## src/rtl/muldiv_ctrl.sv

```systemverilog
// Iterative multiply/divide sequencer owning HI/LO, with start/busy/done handshake and stall.
// Optional MULDIV_FAST_MUL_EN: single-step multiply through a hardware multiplier.
module muldiv_ctrl #(
    parameter int unsigned WIDTH = 32
) (
    input  logic             clk,
    input  logic             rst_n,
    input  logic             start,
    input  logic [1:0]       op,
    input  logic [WIDTH-1:0] a,
    input  logic [WIDTH-1:0] b,
    input  logic             kill,
    input  logic             rd_en,
    input  logic             rd_sel,
    output logic [WIDTH-1:0] rd_data,
    output logic             busy,
    output logic             done,
    output logic             stall,
    output logic [WIDTH-1:0] hi,
    output logic [WIDTH-1:0] lo
);

    localparam int unsigned CntW = $clog2(WIDTH + 1);

    typedef enum logic [1:0] {StIdle, StCalc, StAdj} state_e;

    state_e               state_q, state_d;
    logic [CntW-1:0]      cnt_q, cnt_d;
    logic [2*WIDTH-1:0]   prod_q, prod_d;
    logic [WIDTH-1:0]     opb_q, opb_d;
    logic [WIDTH-1:0]     hi_q, hi_d, lo_q, lo_d;
    logic                 is_div_q, is_div_d;
    logic                 neg_a_q, neg_a_d, neg_b_q, neg_b_d;
    logic                 dz_q, dz_d;
    logic                 done_q, done_d;

    logic                 sgn_a, sgn_b;
    logic [WIDTH-1:0]     mag_a, mag_b;
    logic [WIDTH:0]       mul_sum, rem_sh, rem_sub;
    logic                 rem_ge;
    logic [2*WIDTH-1:0]   mul_next, div_next, prod_neg;
    logic [WIDTH-1:0]     quot_neg, rem_neg;

    assign sgn_a = op[0] & a[WIDTH-1];
    assign sgn_b = op[0] & b[WIDTH-1];
    assign mag_a = sgn_a ? -a : a;
    assign mag_b = sgn_b ? -b : b;

    // Multiply: prod holds {acc, multiplier}; add multiplicand on LSB, then shift right.
    assign mul_sum  = {1'b0, prod_q[2*WIDTH-1:WIDTH]} + {1'b0, (prod_q[0] ? opb_q : '0)};
    assign mul_next = {mul_sum, prod_q[WIDTH-1:1]};

    // Divide: prod holds {rem, quot}; shift left, trial-subtract the divisor.
    assign rem_sh   = prod_q[2*WIDTH-1:WIDTH-1];
    assign rem_sub  = rem_sh - {1'b0, opb_q};
    assign rem_ge   = rem_sh >= {1'b0, opb_q};
    assign div_next = rem_ge ? {rem_sub[WIDTH-1:0], prod_q[WIDTH-2:0], 1'b1}
                             : {rem_sh[WIDTH-1:0], prod_q[WIDTH-2:0], 1'b0};

    assign prod_neg = -prod_q;
    assign quot_neg = -prod_q[WIDTH-1:0];
    assign rem_neg  = -prod_q[2*WIDTH-1:WIDTH];

    always_comb begin
        state_d  = state_q;
        cnt_d    = cnt_q;
        prod_d   = prod_q;
        opb_d    = opb_q;
        hi_d     = hi_q;
        lo_d     = lo_q;
        is_div_d = is_div_q;
        neg_a_d  = neg_a_q;
        neg_b_d  = neg_b_q;
        dz_d     = dz_q;
        done_d   = 1'b0;
        unique case (state_q)
            StIdle: begin
                if (start && !kill) begin
                    is_div_d = op[1];
                    neg_a_d  = sgn_a;
                    neg_b_d  = sgn_b;
                    dz_d     = 1'b0;
                    cnt_d    = CntW'(WIDTH - 1);
                    if (op[1]) begin
                        if (b == '0) begin
                            prod_d  = {a, {WIDTH{1'b1}}};
                            dz_d    = 1'b1;
                            state_d = StAdj;
                        end else begin
                            prod_d  = {{WIDTH{1'b0}}, mag_a};
                            opb_d   = mag_b;
                            state_d = StCalc;
                        end
                    end else begin
`ifdef MULDIV_FAST_MUL_EN
                        prod_d  = {{WIDTH{1'b0}}, mag_a} * {{WIDTH{1'b0}}, mag_b};
                        opb_d   = mag_a;
                        state_d = StAdj;
`else
                        prod_d  = {{WIDTH{1'b0}}, mag_b};
                        opb_d   = mag_a;
                        state_d = StCalc;
`endif
                    end
                end
            end
            StCalc: begin
                if (kill) begin
                    state_d = StIdle;
                end else begin
                    prod_d = is_div_q ? div_next : mul_next;
                    if (cnt_q == '0) begin
                        state_d = StAdj;
                    end else begin
                        cnt_d = cnt_q - CntW'(1);
                    end
                end
            end
            StAdj: begin
                if (kill) begin
                    state_d = StIdle;
                end else begin
                    if (dz_q) begin
                        {hi_d, lo_d} = prod_q;
                    end else if (is_div_q) begin
                        lo_d = (neg_a_q ^ neg_b_q) ? quot_neg : prod_q[WIDTH-1:0];
                        hi_d = neg_a_q ? rem_neg : prod_q[2*WIDTH-1:WIDTH];
                    end else begin
                        {hi_d, lo_d} = (neg_a_q ^ neg_b_q) ? prod_neg : prod_q;
                    end
                    done_d  = 1'b1;
                    state_d = StIdle;
                end
            end
            default: state_d = StIdle;
        endcase
    end

    always_ff @(posedge clk or negedge rst_n) begin
        if (!rst_n) begin
            state_q  <= StIdle;
            cnt_q    <= '0;
            prod_q   <= '0;
            opb_q    <= '0;
            hi_q     <= '0;
            lo_q     <= '0;
            is_div_q <= 1'b0;
            neg_a_q  <= 1'b0;
            neg_b_q  <= 1'b0;
            dz_q     <= 1'b0;
            done_q   <= 1'b0;
        end else begin
            state_q  <= state_d;
            cnt_q    <= cnt_d;
            prod_q   <= prod_d;
            opb_q    <= opb_d;
            hi_q     <= hi_d;
            lo_q     <= lo_d;
            is_div_q <= is_div_d;
            neg_a_q  <= neg_a_d;
            neg_b_q  <= neg_b_d;
            dz_q     <= dz_d;
            done_q   <= done_d;
        end
    end

    assign busy    = (state_q != StIdle);
    assign done    = done_q;
    assign stall   = busy & (rd_en | start);
    assign hi      = hi_q;
    assign lo      = lo_q;
    assign rd_data = rd_sel ? lo_q : hi_q;

endmodule

```

## config.mk

```make
export PLATFORM = sky130hd
export DESIGN_NAME = muldiv_ctrl
export DESIGN_NICKNAME = d
export VERILOG_FILES = /design/src/rtl/muldiv_ctrl.sv
export SDC_FILE = /design/constraint.sdc
export NUM_CORES = 1
export LEC_CHECK = 0
export BUFFER_PORTS_ARGS = -buffer_cell sky130_fd_sc_hd__buf_2
export CAP_MARGIN = 20
export CORE_AREA = 2 2 164 246
export DETAILED_ROUTE_END_ITERATION = 8
export DIE_AREA = 0 0 166 248
export MAX_ROUTING_LAYER = met4
export PLACE_DENSITY = 0.7
export SETUP_SLACK_MARGIN = 0.4
export SLEW_MARGIN = 20
export SYNTH_ARGS = -nofsm -noshare
export SYNTH_HDL_FRONTEND = slang
export SYNTH_SLANG_ARGS = --single-unit
```

## constraint.sdc

```tcl
create_clock -name clk -period 3.68 [get_ports clk]
set_clock_uncertainty 0.1 [all_clocks]
set_input_delay 0.184 -clock clk [delete_from_list [all_inputs] [get_ports clk]]
set_output_delay 0.184 -clock clk [all_outputs]
set_load 0.03 [all_outputs]
```

==> impl_metrics.toml <==
[logic_synthesis]
synth_area_per_cell_um2 = 7.777
syn_inst = 1991
synth_area_um2 = 15480
synthFlopType = "dfrtp_1"
syn_nets = 2135
synth_top_area_cell = "dfrtp_1"
async_reset_ff_frac = 1.000
synth_seq_area_share = 0.2796
ys_types = 84
synthTopCellsByArea = "dfrtp_1 (28%), a21oi_1 (5.8%), ha_1 (5.7%)"
synth_seq_cells = 173
synth_edf_count = 0
synth.top_cell.area_share = 0.2796
yosysWarningCount = 0

[clocking]
clock_path_buffers = 2
clk_latency_ps = 470
clkTransAtPathRegs_ps = 80
cts_root_buffer = "clkbuf_16"
clock_sinks = 173
cts_tree = "yes"
cts_made_buffers = 17
htreeDepth = 4

[global_routing]
grt_pass1_vias = 16600
overflow = 0
grt_usage = 0.3312
antenna_found_initial = 2
grt_pass1_wl_mm = 100.2
grt_max_degree = 93

[setup_path]
worst-setup-path-type = "flip-flop to flip-flop"
start_kind = "flip-flop"
worst_ep_arrival_time_ps = 3640
path_delay_family = "compound AO/OA/AOI/OAI gates"
endpoint_kind = "flip-flop"
crit_path_top_delay_cell = "dfrtp_2"
crit_chain = "and2_4 > ha_4 > fa_2 > a211oi_2 > buf_4 > o21a_4 > nor3_4 > or3_4 > a31oi_4 > buf_6 > o41ai_2 > buf_4 > a31oi_4 > xor2_1 > a211oi_1"
critPathBufInv = 3
cpPeakStageDelay_ps = 470
critical_path_required_ps = 3910
crit_fanout = 5

[route]
wl_mm = 67.20
vias_per_cell = 6.031
drt_iter0_drc = 1579
drc = 0
wl_per_cell_um = 24.01
postRouteAntennaNets = 0
first_pass_iters = 6
vias = 16880

[timing]
slew_headroom = 0.3379
slew_viol_final = 0
final.min_clock_period_ps = 3405
tightest_slew_ps = 993.1
rsz0062_at_grt = "yes"
fin_hold_ws_ps = 26.39
final.setup.tns_ps = 0
fmax_ghz = 0.2936
setup_viol = 0
fin_crit_sh = 0.9254
final_hold_viol_count = 0
fin_ws_ps = 274.6

[die]
num_io_pins = 171
die_w_um = 166
die_y_um = 248
die_area_um2 = 41170
initial_core_util = 0.3962
core_area_um2 = 39090
rows = 89

[final_layout]
fin_area_um2 = 19400
syn_to_final_growth_pct = 25.27
instances_no_fill = 2799
final_layout_size_suffix_gt1_frac = 0.2574
fin_nets = 2428

[pwr]
p_leak_uw = 0.008874
ir_worst_vdd_v = 0.0003460
power_density_nw_per_um2 = 777.8

[placement]
place_ws_ps = -239.4
io_buffers = 170
gp_congestion = 1.020
hpwl_mm = 53.22
placed_cells = 2743
placedInstanceArea_um2 = 18070

[worst_hold_path]
hold_path.class = "primary input to flip-flop"

[flow_run]
maxCapViolCount = 0

[status]
status = "finished clean"
## kinds of logic after synthesis
kind of cell	count (synthesis)	synth area share
simple gates	684	0.2064
compound gates	583	0.2305
buf+inv	191	0.04832
xor+xnor	181	0.1024
flops	173	0.2796
mux	107	0.07369
fa+ha+maj	72	0.05915
## cell usage in the layout, fill, tap and decap left out, types with 11 or more instances in the layout
| cell | instances |
|---|---|
| or3_1 | 11 |
| buf_4 | 207 |
| clkbuf_16 | 17 |
| xor2_1 | 85 |
| ha_1 | 61 |
| a21o_1 | 24 |
| a211oi_1 | 15 |
| o21ai_0 | 157 |
| o31ai_1 | 11 |
| o21ai_1 | 17 |
| nor2_1 | 198 |
| and2_1 | 12 |
| inv_1 | 63 |
| mux2i_1 | 49 |
| nor2b_1 | 11 |
| o211ai_1 | 14 |
| a31oi_1 | 36 |
| dfrtp_1 | 169 |
| nand3_1 | 32 |
| a21oi_1 | 168 |
| nor4_1 | 22 |
| nand4_1 | 20 |
| mux2_2 | 56 |
| nor3_1 | 70 |
| o21bai_1 | 13 |
| buf_2 | 169 |
| o22ai_1 | 20 |
| xnor2_1 | 92 |
| nand2_1 | 217 |
| nand2b_1 | 16 |
## sequential cells by signal (all words and copies together) (netlist names)
signal and count:
prod_q 64, done 1, neg_b_q 1, is_div_q 1, hi 32, lo 32, neg_a_q 1, cnt_q 6
opb_q 32, dz_q 1, state_q 2
## cell usage after synthesis (all sizes together), types with 14 or more instances
master / n
nand2: 220
inv: 69
nand4: 21
xnor2: 96
nor2: 205
buf: 28
nor3: 71
nor4: 25
nand2b: 18
a211oi: 22
o211ai: 14
o22ai: 20
nand3: 33
a21o: 24
o21ai: 181
xor2: 85
clkbuf: 93
mux2: 56
a21oi: 180
a31oi: 39
mux2i: 51
dfrtp: 173
ha: 70
or3: 14
## layer usage
metal	vias up	track usage	part of all wire	routed length, um
met1	8066	0.3413	0.35	23660
li1	7727	-	-	-
met4	0	0.2824	0.098	6602
met2	798	0.5593	0.49	32800
met3	290	0.04736	0.062	4140
met5	-	-	0	0
## power by group
group / leakage [uW] / total [uW] / internal (uW) / switching, uW
combinational: 0.00639 / 10400 / 4380 / 6020
clock: 0.000291 / 1910 / 971 / 935
sequential: 0.00219 / 2780 / 2290 / 484
## tightest hold or removal path, stage by stage
cell and delay [ps]:
buf_2 150, a21oi_1 140, a31oi_1 80
## final cells by class
class | instances | area (um2)
Clock inverter | 14 | 171.4
Sequential cell | 173 | 4334
Timing Repair inverter | 1 | 5.005
Clock buffer | 17 | 425.4
Tap cell | 500 | 625.6
Timing Repair Buffer | 394 | 2628
Antenna cell | 3 | 7.507
Multi-Input combinational cell | 1627 | 10930
Inverter | 70 | 271.5
Fill cell | 3744 | 19690
## worst paths after layout
| path | start | end | slack, ps | cells after the start |
|---|---|---|---|---|
| worst max-delay path | prod_q[0]$_DFFE_PN0P_ | prod_q[61]$_DFFE_PN0P_ | 270 | 15 |
| worst min-delay path | a[31] | prod_q[63]$_DFFE_PN0P_ | 30 | 3 |
| worst max register to register | prod_q[0]$_DFFE_PN0P_ | prod_q[61]$_DFFE_PN0P_ | 270 | 15 |
| worst min register to register | opb_q[11]$_DFFE_PN0P_ | opb_q[11]$_DFFE_PN0P_ | 400 | 2 |
| max in group asynchronous | rst_n | hi[26]$_DFFE_PN0P_ | 2280 | 3 |
| min in group asynchronous | rst_n | cnt_q[5]$_DFFE_PN0P_ | 300 | 2 |
## timing repair
item,4_1_cts,5_1_grt
pin swaps,22,45
buffers inserted,8,9
endpoints found under the setup margin,29,41
gates cloned,0,1
hold buffers,4,0
endpoints found under the hold margin,93,0
resized for setup,38,84
## per-stage QoR
stage	total power [uW]	utilization
after floorplan	8148	-
after global placement	12160	0.4617
after detailed placement	12210	0.4623
after CTS	14420	0.4853
after global routing	15890	0.4962
final	15090	0.4963
No activity file was read; power rests on OpenSTA's default activity.
